### src/rtl/decode_pipe.sv
// decode_pipe: instruction-decode stage with register file and ID/EX register.
//
// Register file: REG_N x DATA_W, every index writable (including 0).
// Reads are combinational with write-first bypass from the writeback port.
// Operand 1 can be replaced by inPort when ctrlIn[IN_SEL_BIT] is set.
// ID/EX register priority: flush > stall > capture (inValid=0 loads a bubble).
//
// Ports:
//   clk, rst                 clock (rising edge), async active-high reset
//   inValid, ctrlIn          decoded instruction present, control word
//   Rsrc1, Rsrc2, RdstIn     source / destination register indices
//   inPort                   external input port value
//   regWrite, wbRdst,
//   writeData                writeback port
//   stall, flush             ID/EX hold / bubble insert
//   outValid, signalsOut,
//   readData1, readData2,
//   rdstOut                  registered ID/EX outputs
module decode_pipe #(
  parameter int DATA_W     = 16,
  parameter int REG_N      = 8,
  parameter int SIG_W      = 35,
  parameter int IN_SEL_BIT = 18,
  localparam int AW        = $clog2(REG_N)
) (
  input  logic              clk,
  input  logic              rst,
  input  logic              inValid,
  input  logic [SIG_W-1:0]  ctrlIn,
  input  logic [AW-1:0]     Rsrc1,
  input  logic [AW-1:0]     Rsrc2,
  input  logic [AW-1:0]     RdstIn,
  input  logic [DATA_W-1:0] inPort,
  input  logic              regWrite,
  input  logic [AW-1:0]     wbRdst,
  input  logic [DATA_W-1:0] writeData,
  input  logic              stall,
  input  logic              flush,
  output logic              outValid,
  output logic [SIG_W-1:0]  signalsOut,
  output logic [DATA_W-1:0] readData1,
  output logic [DATA_W-1:0] readData2,
  output logic [AW-1:0]     rdstOut
);

  logic [DATA_W-1:0] regs [REG_N];
  logic [DATA_W-1:0] rf1, rf2, op1, op2;

  // Register file; writes proceed regardless of stall/flush.
  always_ff @(posedge clk or posedge rst) begin
    if (rst) begin
      for (int unsigned i = 0; i < REG_N; i++) begin
        regs[i] <= '0;
      end
    end else if (regWrite) begin
      regs[wbRdst] <= writeData;
    end
  end

  // Write-first bypass so an instruction decoded in the writeback cycle
  // sees the value being written.
  always_comb begin
    rf1 = regs[Rsrc1];
    rf2 = regs[Rsrc2];
    if (regWrite && (wbRdst == Rsrc1)) rf1 = writeData;
    if (regWrite && (wbRdst == Rsrc2)) rf2 = writeData;
    op1 = ctrlIn[IN_SEL_BIT] ? inPort : rf1;
    op2 = rf2;
  end

  // ID/EX register.
  always_ff @(posedge clk or posedge rst) begin
    if (rst) begin
      outValid   <= 1'b0;
      signalsOut <= '0;
      readData1  <= '0;
      readData2  <= '0;
      rdstOut    <= '0;
    end else if (flush || (!stall && !inValid)) begin
      outValid   <= 1'b0;
      signalsOut <= '0;
      readData1  <= '0;
      readData2  <= '0;
      rdstOut    <= '0;
    end else if (!stall) begin
      outValid   <= 1'b1;
      signalsOut <= ctrlIn;
      readData1  <= op1;
      readData2  <= op2;
      rdstOut    <= RdstIn;
    end
  end

endmodule

### config.mk
export PLATFORM = sky130hd
export DESIGN_NAME = decode_pipe
export DESIGN_NICKNAME = d
export VERILOG_FILES = /design/src/rtl/decode_pipe.sv
export SDC_FILE = /design/constraint.sdc
export NUM_CORES = 1
export LEC_CHECK = 0
export BUFFER_PORTS_ARGS = -buffer_cell sky130_fd_sc_hd__buf_2
export CORE_MARGIN = 2
export CORE_UTILIZATION = 62
export DETAILED_ROUTE_END_ITERATION = 10
export GPL_ROUTABILITY_DRIVEN = 0
export PLACE_DENSITY_LB_ADDON = 0.08
export SYNTH_ARGS = -nofsm -noshare
export SYNTH_HDL_FRONTEND = slang
export SYNTH_SLANG_ARGS = --single-unit
### constraint.sdc
create_clock -name clk -period 16.8 [get_ports clk]
set_input_delay 5.04 -clock clk [delete_from_list [all_inputs] [get_ports clk]]
set_output_delay 5.04 -clock clk [all_outputs]
set_load 0.01 [all_outputs]
==> results_dict.tcl <==
set metrics [dict create \
    synth_warnings 0 \
    syn_inst 695 \
    cp_max_fo 47 \
    ctsResizeCount 0 \
    period_share_pct 41.4 \
    worstHoldPathType "register to register" \
    finalSetupViolations 0 \
    post-route-drc-count 0 \
    clk_path_buf_depth 2 \
    nets 893 \
    r2r-start "regs[62]$_DFFE_PP0P_" \
    cts_buffers 17 \
    grt_overflow 0 \
    critPathArrivalTime_ns 7.26 \
    criticalPathCategory "input port to register" \
    relSlewSlack_pct 16.6 \
    cts_hold_buf 0 \
    yosysTopAreaCellShare_pct 50.4 \
    synth-seq-cells 199 \
    antenna_found_initial 0 \
    worstSetupEndpointType "register" \
    n_fill_cell 1045 \
    p_int_uw 941 \
    hpwl_microns 14800 \
    async_flop_share_pct 100 \
    finalMaxSlewViolations 0 \
    grt_max_degree 125 \
    grt_pass1_vias 6862 \
    num_io_pins 156 \
    worst-path-buf-inv 2 \
    core_sq_um 15700 \
    clk_pin_slew_ns 0.07 \
    place_inst 1005 \
    rsz0062_at_grt "no" \
    final.min_clock_period_ns 6.95 \
    power_frac_seq_pct 48.4 \
    ys_seq_area_share_pct 50.4 \
    p_per_area_nw_per_um2 112 \
    setup-tns-final_ns 0 \
    vias 6757 \
    synth_edf_count 0 \
    h-tree-depth 4 \
    die-area_sq_um 16900 \
    startpoint "Rsrc1[0]" \
    synth_common_cells "199 x dfrtp_1, 128 x mux2_2, 44 x mux2i_1, 37 x a22o_1, 27 x mux4_2" \
    hold_viol_final 0 \
    syn_avg_cell_area_sq_um 14.2 \
    p_sw_uw 326 \
    setup_ws_ns 9.85 \
    wl_per_cell_microns 23.6 \
    cpPeakStageDelay_ns 0.73 \
    p_comb_share_pct 18.8 \
    die_h_microns 130 \
    leakage_uw 0.00528 \
    syn_nets 780 \
    cts_root_buf "clkbuf_16" \
    wl_microns 24400 \
    layout.cells.non_filler 1035 \
    tightest_slew_ns 1.25 \
    mappedNetlistArea_sq_um 9870 \
    crit_path_start_kind "input port" \
    clock_latency_ns 0.43 \
    place_ws_ns 9.46 \
    synth_cell_type_count 36 \
    row_count 46 \
    firstDrtPassIters 6 \
    status "finished, final reports clean" \
    power_uw 1270 \
    synth_area_leader_cell "dfrtp_1" \
    worstPathCellList "buf_2, buf_4, xnor2_1, nand4_1, o21ai_0, o21ai_1" \
    cts_tree "done" \
    critPathSlowestCell "nand4_1" \
    post_cts_buffers 0 \
    n_antenna_cell 0 \
    required_ns 17.11 \
    yosysMostFrequentCell "dfrtp_1" \
    cts.sinks 199 \
    min_from "signalsOut[18]$_DFFE_PP0P_" \
    vias_per_cell 6.53 \
    synth_area_leaders "dfrtp_1 50%, mux2_2 15%, mux4_2 6.2%" \
    initial_core_util_pct 62.8 \
    layout-drive-gt1-share_pct 43.6 \
    fmax_mhz 144 \
    fin_skew_ns 0.00886 \
    final_util_pct 71.7 \
    swShare_pct 25.7 \
    grt_pass1_wl_microns 36800 \
    ys.flop_type "dfrtp_1" \
    clkPwrFrac_pct 32.8 \
    die_w_microns 130 \
    ir_worst_vdd_mv 0.0804 \
    area_growth_syn_to_layout_pct 14.2 \
    track_usage_pct 29.2 \
    initialDrtViolationCount 506 \
    path_delay_family "simple AND/OR/NAND/NOR gates" \
    ant_nets 0 \
    cap_violations 0 \
    portBuffers 155 \
]
power groups by stage:
stage               registers [uW]  clock network, uW  logic, uW
floorplan                      603                  0        184
global placement               610                  0        228
detailed placement             619                  0        238
CTS                            611                419        240
global route                   621                438        258
finish                         613                416        238
registers in the layout, indices dropped and copies added (netlist names):
name        count
readData2      16
readData1      16
rdstOut         3
signalsOut     35
regs          128
outValid        1
stage by stage:
step / instance area [sq um] / hold slack [ns]
2_1_floorplan: 9870 / 0.488
3_3_place_gp: 10700 / 0.458
3_5_place_dp: 10700 / 0.465
4_1_cts: 11300 / 0.481
5_1_grt: 11300 / 0.504
6_report: 11300 / 0.476
cell usage in the layout, fill, tap and decap left out, drive strengths merged, types with 2 or more instances in the layout:
cell type / n
bufinv: 3
clkinv: 5
nand3: 7
clkbuf: 22
nor2b: 12
and3: 7
dfrtp: 199
a22o: 37
o21ai: 25
nor3b: 3
mux4: 50
and2: 2
nand4: 3
xnor2: 6
a221o: 16
nand2: 10
nor2: 19
mux2: 128
nor3: 2
nand2b: 8
a222oi: 7
mux2i: 44
a211oi: 9
buf: 164
a22oi: 23
nand4b: 3
worst paths after layout:
kind                                               to  slack (ns)  cells past startpoint
max                          readData1[2]$_DFFE_PP0P_        9.85                      6
min                        signalsOut[18]$_DFFE_PP0P_        0.48                      1
max reg2reg                 readData1[14]$_DFFE_PP0P_       15.23                      4
min reg2reg                signalsOut[18]$_DFFE_PP0P_        0.48                      1
max in group asynchronous        regs[87]$_DFFE_PP0P_       10.52                      3
min in group asynchronous  signalsOut[23]$_DFFE_PP0P_        4.70                      2
layout make-up:
| type | instances | area, sq um | share of cell area [%] |
|---|---|---|---|
| multi-input combinational | 425 | 4570 | 40.5 |
| tap | 216 | 270 | 2.40 |
| sequential | 199 | 4980 | 44.2 |
| clock inverter | 8 | 123 | 1.09 |
| clock buffer | 22 | 474 | 4.21 |
| inverter | 1 | 11.3 | 0.0999 |
| timing repair buffer | 164 | 843 | 7.48 |
metal layers:
| metal | track usage, % | routed length [microns] | vias to the layer above |
|---|---|---|---|
| met3 | 5.41 | 1650 | 54 |
| li1 | - | - | 2919 |
| met4 | 14.2 | 790 | 0 |
| met5 | 0 | 0 | - |
| met1 | 35.1 | 9540 | 3489 |
| met2 | 51.0 | 12400 | 295 |
cell families after synthesis:
logic type / after synthesis / synth area share, %
muxes: 222 / 31.3
DFF: 199 / 50.4
AOI/OAI and AO/OA: 119 / 9.50
and+or+nand+nor: 78 / 4.54
buffers and inverters: 71 / 3.65
xor gates and xnor gates: 6 / 0.532
worst register-to-register path, stage by stage (launching register included):
cell,delay (ns)
dfrtp_1,0.39
mux4_2,0.46
nor2b_1,0.14
a211oi_1,0.32
o21ai_0,0.14
No activity file was read; power rests on OpenSTA's default activity.
